===== src/rtl/vend_pkg.sv =====
// Shared definitions for the vending-machine controller: key codes, coin values,
// FSM states and display-mode codes.
package vend_pkg;

    localparam logic [3:0] KEY_COIN5  = 4'hA;
    localparam logic [3:0] KEY_COIN10 = 4'hB;
    localparam logic [3:0] KEY_COIN25 = 4'hC;
    localparam logic [3:0] KEY_CANCEL = 4'hD;
    localparam logic [3:0] KEY_ENTER  = 4'hE;
    localparam logic [3:0] KEY_DESEL  = 4'hF;

    localparam int COIN5_VAL  = 5;
    localparam int COIN10_VAL = 10;
    localparam int COIN25_VAL = 25;

    typedef enum logic [2:0] {
        ST_IDLE,
        ST_SELECT,
        ST_VEND,
        ST_CHANGE,
        ST_MSG
    } state_t;

    localparam logic [1:0] DISP_CREDIT   = 2'd0;
    localparam logic [1:0] DISP_PRICE    = 2'd1;
    localparam logic [1:0] DISP_SOLD_OUT = 2'd2;
    localparam logic [1:0] DISP_ERROR    = 2'd3;

    function automatic int coin_value(input logic [3:0] code);
        case (code)
            KEY_COIN5:  return COIN5_VAL;
            KEY_COIN10: return COIN10_VAL;
            KEY_COIN25: return COIN25_VAL;
            default:    return 0;
        endcase
    endfunction

endpackage


===== src/rtl/vend_stock.sv =====
// Per-product stock counters: loaded at reset and on restock, decremented by index,
// with a sold-out flag per product. Restock takes priority over a decrement.
module vend_stock
    import vend_pkg::*;
#(
    parameter int N_PRODUCTS = 4,
    parameter int STOCK_W    = 4,
    parameter int INIT_STOCK = 5,
    parameter int IDX_W      = 2
) (
    input  logic                  clk,
    input  logic                  reset,
    input  logic                  restock,
    input  logic                  dec_en,
    input  logic [IDX_W-1:0]      dec_idx,
    output logic [N_PRODUCTS-1:0] zero
);

    logic [STOCK_W-1:0] cnt [N_PRODUCTS];

    always_ff @(posedge clk or negedge reset) begin
        if (!reset) begin
            for (int i = 0; i < N_PRODUCTS; i++) cnt[i] <= STOCK_W'(INIT_STOCK);
        end else if (restock) begin
            for (int i = 0; i < N_PRODUCTS; i++) cnt[i] <= STOCK_W'(INIT_STOCK);
        end else begin
            for (int i = 0; i < N_PRODUCTS; i++) begin
                if (dec_en && dec_idx == IDX_W'(i) && cnt[i] != '0)
                    cnt[i] <= cnt[i] - 1'b1;
            end
        end
    end

    for (genvar g = 0; g < N_PRODUCTS; g++) begin : g_zero
        assign zero[g] = (cnt[g] == '0);
    end

endmodule


===== src/rtl/vending_controller.sv =====
// Vending transaction controller: coin credit, product selection, vend/change pulses
// and display drive. All outputs decode from registered state only.
//
// state     | meaning
// IDLE      | showing credit, accepting coins/digits/cancel
// SELECT    | product chosen, showing its price, accepting enter/deselect
// VEND      | one-cycle vend pulse, stock and credit deducted
// CHANGE    | one-cycle change pulse, credit cleared
// MSG       | timed sold-out/error message, returns to IDLE or SELECT
module vending_controller
    import vend_pkg::*;
#(
    parameter int                            N_PRODUCTS = 4,
    parameter int                            CREDIT_W   = 8,
    parameter int                            MAX_CREDIT = 200,
    parameter logic [N_PRODUCTS*CREDIT_W-1:0] PRICE_LIST = {8'd50, 8'd35, 8'd25, 8'd15},
    parameter int                            STOCK_W    = 4,
    parameter int                            INIT_STOCK = 5,
    parameter int                            MSG_CYCLES = 50_000_000
) (
    input  logic                clk,
    input  logic                reset,
    input  logic                key_valid,
    input  logic [3:0]          key_code,
    input  logic                restock,
    output logic                vend,
    output logic [3:0]          vend_id,
    output logic                change_valid,
    output logic [CREDIT_W-1:0] change_amt,
    output logic [CREDIT_W-1:0] disp_value,
    output logic [1:0]          disp_code,
    output logic                busy
);

    localparam int IDX_W = (N_PRODUCTS > 1) ? $clog2(N_PRODUCTS) : 1;
    localparam int TMR_W = (MSG_CYCLES > 1) ? $clog2(MSG_CYCLES) : 1;
    localparam int N_PAD = 2 ** IDX_W;

    state_t              state, state_nxt, ret_state, ret_nxt;
    logic [CREDIT_W-1:0] credit, credit_nxt;
    logic [IDX_W-1:0]    sel, sel_nxt;
    logic [1:0]          msg_code, code_nxt;
    logic [TMR_W-1:0]    timer, timer_nxt;
    logic                msg_req;
    logic [1:0]          msg_kind;

    logic [N_PRODUCTS-1:0]       stock_zero;
    logic [N_PAD-1:0]            zero_pad;
    logic [N_PAD*CREDIT_W-1:0]   price_pad;
    logic [CREDIT_W-1:0]         price_arr [N_PAD];
    logic [CREDIT_W-1:0]         price_sel;
    logic [CREDIT_W:0]           coin_sum;

    // Pad lookups to a power of two so sel can index them without range checks.
    assign zero_pad  = N_PAD'(stock_zero);
    assign price_pad = (N_PAD*CREDIT_W)'(PRICE_LIST);
    for (genvar g = 0; g < N_PAD; g++) begin : g_price
        assign price_arr[g] = price_pad[g*CREDIT_W +: CREDIT_W];
    end
    assign price_sel = price_arr[sel];
    assign coin_sum  = {1'b0, credit} + {1'b0, CREDIT_W'(coin_value(key_code))};

    vend_stock #(
        .N_PRODUCTS (N_PRODUCTS),
        .STOCK_W    (STOCK_W),
        .INIT_STOCK (INIT_STOCK),
        .IDX_W      (IDX_W)
    ) u_stock (
        .clk     (clk),
        .reset   (reset),
        .restock (restock),
        .dec_en  (state == ST_VEND),
        .dec_idx (sel),
        .zero    (stock_zero)
    );

    always_ff @(posedge clk or negedge reset) begin
        if (!reset) begin
            state     <= ST_IDLE;
            ret_state <= ST_IDLE;
            credit    <= '0;
            sel       <= '0;
            msg_code  <= DISP_CREDIT;
            timer     <= '0;
        end else begin
            state     <= state_nxt;
            ret_state <= ret_nxt;
            credit    <= credit_nxt;
            sel       <= sel_nxt;
            msg_code  <= code_nxt;
            timer     <= timer_nxt;
        end
    end

    always_comb begin
        state_nxt  = state;
        ret_nxt    = ret_state;
        credit_nxt = credit;
        sel_nxt    = sel;
        code_nxt   = msg_code;
        timer_nxt  = timer;
        msg_req    = 1'b0;
        msg_kind   = DISP_ERROR;
        case (state)
            ST_IDLE, ST_SELECT: begin
                if (key_valid) begin
                    case (key_code)
                        KEY_COIN5, KEY_COIN10, KEY_COIN25: begin
                            if (coin_sum > (CREDIT_W+1)'(MAX_CREDIT)) msg_req = 1'b1;
                            else credit_nxt = coin_sum[CREDIT_W-1:0];
                        end
                        KEY_CANCEL: state_nxt = (credit != '0) ? ST_CHANGE : ST_IDLE;
                        KEY_ENTER: begin
                            if (state == ST_SELECT) begin
                                if (zero_pad[sel]) begin
                                    msg_req  = 1'b1;
                                    msg_kind = DISP_SOLD_OUT;
                                end else if (credit < price_sel) begin
                                    msg_req = 1'b1;
                                end else begin
                                    state_nxt = ST_VEND;
                                end
                            end
                        end
                        KEY_DESEL: state_nxt = ST_IDLE;
                        default: begin
                            if (int'(key_code) < N_PRODUCTS) begin
                                sel_nxt   = IDX_W'(key_code);
                                state_nxt = ST_SELECT;
                            end else begin
                                msg_req = 1'b1;
                            end
                        end
                    endcase
                end
            end
            ST_VEND: begin
                credit_nxt = credit - price_sel;
                state_nxt  = (credit != price_sel) ? ST_CHANGE : ST_IDLE;
            end
            ST_CHANGE: begin
                credit_nxt = '0;
                state_nxt  = ST_IDLE;
            end
            ST_MSG: begin
                if (timer == '0) state_nxt = ret_state;
                else timer_nxt = timer - 1'b1;
            end
            default: state_nxt = ST_IDLE;
        endcase
        if (msg_req) begin
            state_nxt = ST_MSG;
            ret_nxt   = state;
            code_nxt  = msg_kind;
            timer_nxt = TMR_W'(MSG_CYCLES - 1);
        end
    end

    assign vend         = (state == ST_VEND);
    assign vend_id      = vend ? 4'(sel) : 4'd0;
    assign change_valid = (state == ST_CHANGE);
    assign change_amt   = change_valid ? credit : '0;
    assign busy         = (state == ST_VEND) || (state == ST_CHANGE) || (state == ST_MSG);

    always_comb begin
        disp_value = credit;
        disp_code  = DISP_CREDIT;
        case (state)
            ST_SELECT: begin
                disp_value = price_sel;
                disp_code  = DISP_PRICE;
            end
            ST_MSG: begin
                disp_value = '0;
                disp_code  = msg_code;
            end
            default: ;
        endcase
    end

endmodule


===== config.mk =====
export PLATFORM = sky130hd
export DESIGN_NAME = vending_controller
export DESIGN_NICKNAME = d
export VERILOG_FILES = /design/src/rtl/vend_pkg.sv /design/src/rtl/vend_stock.sv /design/src/rtl/vending_controller.sv
export SDC_FILE = /design/constraint.sdc
export NUM_CORES = 1
export LEC_CHECK = 0
export BUFFER_PORTS_ARGS = -buffer_cell sky130_fd_sc_hd__buf_2
export CORE_MARGIN = 2
export CORE_UTILIZATION = 50
export CTS_BUF_LIST = sky130_fd_sc_hd__clkbuf_2 sky130_fd_sc_hd__clkbuf_4 sky130_fd_sc_hd__clkbuf_8
export DETAILED_ROUTE_END_ITERATION = 16
export PLACE_DENSITY = 0.69
export SLEW_MARGIN = 20
export SYNTH_ARGS = -nofsm -noshare
export SYNTH_HDL_FRONTEND = slang
export SYNTH_SLANG_ARGS = --single-unit

===== constraint.sdc =====
create_clock -name clk -period 8.14 [get_ports clk]
set_input_delay 0.407 -clock clk [delete_from_list [all_inputs] [get_ports clk]]
set_output_delay 0.407 -clock clk [all_outputs]
set_load 0.01 [all_outputs]

Word-level counts from Yosys, hierarchy flattened
Index checks and enable logic that the tools add are counted.
W data, S select, Z words.
- flip-flop bits (word level): 60
- input bits: 8
- output and inout bits: 25
- word-level logic and storage cells: 131
- $add $sub $neg: 7
- $lt $le $gt $ge: 5
- equal/unequal tests: 25
- mux-type cells: 46
- bitwise gates (word level): 2
- reductions and logical operators: 36
- operator list (cell ; number):
    $mux W26 ; 3
    $mux W8 ; 6
    $logic_not A26 Y1 ; 1
    $sub A26 B1 Y26 const B ; 1
    $eq A4 B4 Y1 const B ; 6
    $pmux W8 S3 ; 1
    $mux W3 ; 7
    $bmux W8 S2 ; 1
    $logic_not A4 Y1 ; 4
    $mux W16 ; 1
    $mux W4 ; 4
    $pmux W8 S2 ; 1
    $reduce_bool A4 Y1 ; 4
    $sub A4 B1 Y4 const B ; 4
    $pmux W5 S3 ; 1
    $mux W1 ; 13
    $ne A4 B4 Y1 const B ; 3
    $pmux W3 S4 ; 1
    $reduce_bool A2 Y1 ; 5
    $add A8 B8 Y9 ; 1
    $gt A9 B8 Y1 const B ; 1
    $ne A3 B3 Y1 const B ; 3
    $pmux W3 S3 ; 1
    $logic_and A1 B1 Y1 ; 8
    31 further kinds ; 40

Depth between registers and ports, before layout
- depth in word-level cells: 13
- depth in mapped cells: 15
- depth with buffers taken out: 13

Cells and area by module
A second synthesis with hierarchy kept.
- cell total of the unflattened synthesis: 474
- area total of the unflattened synthesis: 4202.8 sq um
- by module, submodules not included (module ; instances ; cells an instance ; area each (sq um) ; sequential area each (sq um)):
    vending_controller ; 1 ; 379 ; 3325.7 ; 1101.1
    vend_stock ; 1 ; 95 ; 877.1 ; 410.4

Worst setup path before layout
No wires, ideal clock.
- kind: input to register
- from: in key_code[2]
- to: reg credit[7]
- setup time: 121 ps
- arrival time: 3301 ps
- data required time: 8019 ps
- slack: 4718 ps
- stages on the path: 14
- path buffers: 1
- cell sequence: clkbuf_1 nor2b_1 and3_1 or2_2 ha_1 fa_1 a21oi_1 o21bai_1 xor2_1 nor4_4 o311ai_2 a21oi_2 a21bo_1 a22o_1
- cells in the longest elaborated chain, start to end: 7
- elaborated cells on any way between the ends: 14
- classes of those cells: add/sub: 1; order compare: 1; eq/ne: 5; mux: 5; reduce/logical: 2
- ends and longest elaborated chain (what ; RTL line ; RTL):
    start: declaration ; vending_controller.sv:24 ; input logic [3:0] key_code,
    parallel branches: the longest is 7 deep, another holds $add A8 B8 Y9 ; -- ;
    end signal: assignment ; vending_controller.sv:88 ; credit <= credit_nxt;
    end: declaration ; vending_controller.sv:40 ; logic [CREDIT_W-1:0] credit, credit_nxt;
Several ways; the timed one is not identified. The select of a mux whose other input is x is not followed.
A chain may end at the register's enable or synchronous reset.

Final worst setup path
- from: in key_code[3]
- to: reg timer[0]
- cells in the longest elaborated chain, start to end: 10
- elaborated cells on any way between the ends: 21
- classes of those cells: add/sub: 1; order compare: 2; eq/ne: 7; mux: 7; reduce/logical: 4
- ends and longest elaborated chain (what ; RTL line ; RTL):
    $eq A4 B4 Y1 ; vend_pkg.sv:30, vending_controller.sv:107 ;
    $pmux W5 S3 ; vend_pkg.sv:30 ; case (code)
    $add A8 B8 Y9 ; vending_controller.sv:61 ; assign coin_sum = {1'b0, credit} + {1'b0, CREDIT_W'(coin_value(key_code))};
    $gt A9 B8 Y1 ; vending_controller.sv:109 ; if (coin_sum > (CREDIT_W+1)'(MAX_CREDIT)) msg_req = 1'b1;
    $mux W1 ; vending_controller.sv:109 ;
    $pmux W1 S3 * ; vending_controller.sv:107 ; case (key_code)
    $mux W1 * ; vending_controller.sv:106 ; if (key_valid) begin
    $mux W1 * ; vending_controller.sv:104 ; case (state)
    $ne A2 B2 Y1 (no source line) / $reduce_bool A2 Y1 (equally long branches) ; -- ;
    $reduce_and A2 Y1 (no source line) ; -- ;
    end signal: assignment ; vending_controller.sv:91 ; timer <= timer_nxt;
    end: declaration ; vending_controller.sv:43 ; logic [TMR_W-1:0] timer, timer_nxt;
Every way passes the cells marked *; elsewhere a longest branch is shown, timed or not.

==> impl_metrics.tcl <==
set metrics [dict create \
    critical_path_class "in2reg" \
    dieArea_sq_um 8720 \
    clk_pin_slew_ns 0.07 \
    vias 3400 \
    cts_made_buffers 9 \
    gr-total-overflow 0 \
    postCtsHoldBufs 0 \
    dieHeight_microns 93.4 \
    slew_viol_final 0 \
    pin_count 33 \
    antenna_found_initial 0 \
    insertion_delay_ns 0.34 \
    cts-root-buf "clkbuf_8" \
    pre_cts_ws_ns 4.13 \
    stdcell_count 590 \
    nets 509 \
    met1_usage_pct 30.5 \
    track_usage_pct 22.9 \
    cts_resized 0 \
    total_power_mw 1.20 \
    tns_ns 0 \
    hold_path_class "in2async" \
    min_period_ns 3.67 \
    worstSetupEndpointType "flip-flop" \
    viasPerCell 5.76 \
    yosys_register_bits 60 \
    die_w_microns 93.4 \
    setup_viol 0 \
    tightest_slew_ns 1.01 \
    power_density_nw_per_um2 275 \
    cts_max_path_buffers 2 \
    fmax_mhz 272 \
    timing.rr.end "timer[0]" \
    initial_core_util_pct 51.7 \
    cp.arrival_ns 3.89 \
    layout_common_cells "55 x nand2_1, 52 x dfrtp_1, 40 x nor2_1, 30 x buf_2" \
    finalClockSkew_ns 0.0104 \
    yosysSeqAreaShare_pct 37.8 \
    syn_to_final_growth_pct 9.21 \
    met2_usage_pct 36.8 \
    routedWlPerCell_microns 15.9 \
    htreeDepth 3 \
    cts_tree "yes" \
    clock-sinks 60 \
    drt_iter0_markers 209 \
    grt_pass1_wl_mm 15.6 \
    required_ns 8.36 \
    place_congestion 0.976 \
    postRouteWirelength_mm 9.38 \
    peakVddDrop_v 0.000116 \
    first_pass_iters 4 \
    yosysWarnings 0 \
    fin_util_pct 56.4 \
    final_hold_viol_count 0 \
    power_leakage_nw 1.89 \
    post_cts_buffers 0 \
    dp_cells 574 \
    cp-start-kind "input pin" \
    layout_commonest_cell "nand2_1" \
    setup_ws_ns 4.47 \
    top_usage_layer "met2" \
    netlist_area_sq_um 3990 \
    dp_hpwl_mm 6.74 \
    r2r_cells 11 \
    drc_errors 0 \
    grt_pass1_vias 3237 \
    io_buffers 30 \
    r2r_setup_slack_ns 4.47 \
    relSlewSlack_pct 32.3 \
    maxCapViolCount 0 \
    drive_gt1_share_pct 15.4 \
    syn_inst 459 \
    groute.layer.met3.usage_pct 4.59 \
    grt_max_degree 61 \
    synth_area_per_cell_sq_um 8.70 \
    antennaDiodeCount 0 \
    synth-edff-count 0 \
    timing.rr.start "sel[0]" \
    core_area_sq_um 7730 \
    worstPathMaxFanout 26 \
    ant_nets 0 \
    synth_ff_type "dfrtp_1" \
    synth_cell_type_count 68 \
    async_flop_share_pct 100 \
    rsz0062_at_grt "no" \
    fp-row-count 32 \
    status "complete, no violations" \
    period_share_pct 45.1 \
]
## state kept, by name (all words and copies together), names as in the netlist
| name | flops |
|---|---|
| state | 3 |
| timer | 26 |
| ret_state | 3 |
| credit | 8 |
| sel | 2 |
| msg_code | 2 |
| u_stock.cnt | 16 |
## cell usage after synthesis (all sizes together) (3+ instances only)
library cell | number | share of area [%]
a211oi | 7 | 1.4
a21oi | 20 | 2.6
a22o | 3 | 0.66
a22oi | 6 | 1.1
a31oi | 3 | 0.47
and2 | 15 | 2.4
and3 | 15 | 2.3
buf | 4 | 0.94
clkbuf | 15 | 1.4
dfrtp | 52 | 33
dfstp | 8 | 5.3
ha | 16 | 5.0
inv | 21 | 2.0
nand2 | 55 | 5.2
nand2b | 13 | 2.0
nand3 | 9 | 1.1
nand4 | 4 | 0.63
nor2 | 41 | 3.9
nor2b | 3 | 0.47
nor3 | 21 | 2.8
nor3b | 3 | 0.56
nor4 | 10 | 2.3
o21ai | 30 | 3.8
o21bai | 5 | 0.94
o32ai | 3 | 0.66
or2 | 4 | 0.63
or3 | 3 | 0.47
or4 | 4 | 0.85
xnor2 | 17 | 3.9
xor2 | 12 | 2.6
## worst max-delay path: stages
cell and delay (ns):
buf_2 0.14, nor2b_1 0.14, and3_1 0.19, or2_2 0.28, ha_1 0.23, fa_1 0.41
a21oi_1 0.22, o21bai_1 0.10, xor2_1 0.18, nor4_4 0.36, nor3_2 0.11, o211ai_2 0.82
nand3_1 0.13, a21boi_1 0.17
## final cells by class
class / count / area, sq um
Sequential cell: 60 / 1510
Clock inverter: 5 / 27.5
Inverter: 23 / 86.3
Multi-Input combinational cell: 358 / 2310
Timing Repair Buffer: 31 / 158
Tap cell: 102 / 128
Clock buffer: 11 / 145
Fill cell: 711 / 3370
## layer usage
metal	part of all wire [%]	vias up
met5	0	-
met4	2.8	0
met3	3.6	18
met2	47	61
met1	47	1642
li1	-	1679
## worst max path at each step
stage	endpoint	depth (start not counted)	slack (ns)	from
floorplan	credit[7]	14	4.72	key_code[2]
global placement	timer[0]	14	4.20	key_code[3]
detailed placement	timer[0]	14	4.13	key_code[3]
CTS	timer[0]	11	4.48	sel[0]
global route	timer[0]	11	4.18	sel[0]
finish	timer[0]	14	4.47	key_code[3]
## cells by family after synthesis
family                   Yosys count  share of synthesized area [%]
AO/OA/AOI/OAI                     99                           16.9
XOR/XNOR                          29                           6.55
adder cells (fa/ha/maj)           18                           6.02
buffers and inverters             42                           4.51
flip-flops                        60                           37.8
multiplexers                       4                           1.07
other                              1                         0.0939
AND/OR/NAND/NOR                  206                           27.0
## where the power goes
group          total, mW  internal, mW  switching [mW]
Clock              0.239         0.120           0.120
Sequential         0.417         0.334          0.0829
Combinational      0.541         0.210           0.332
## through the flow
step	hold WS (ns)	cell area [sq um]
2_1_floorplan	0.111	4000
3_3_place_gp	0.430	4190
3_5_place_dp	0.436	4190
4_1_cts	0.253	4360
5_1_grt	0.293	4360
6_report	0.207	4360
No activity file was read; power rests on OpenSTA's default activity.
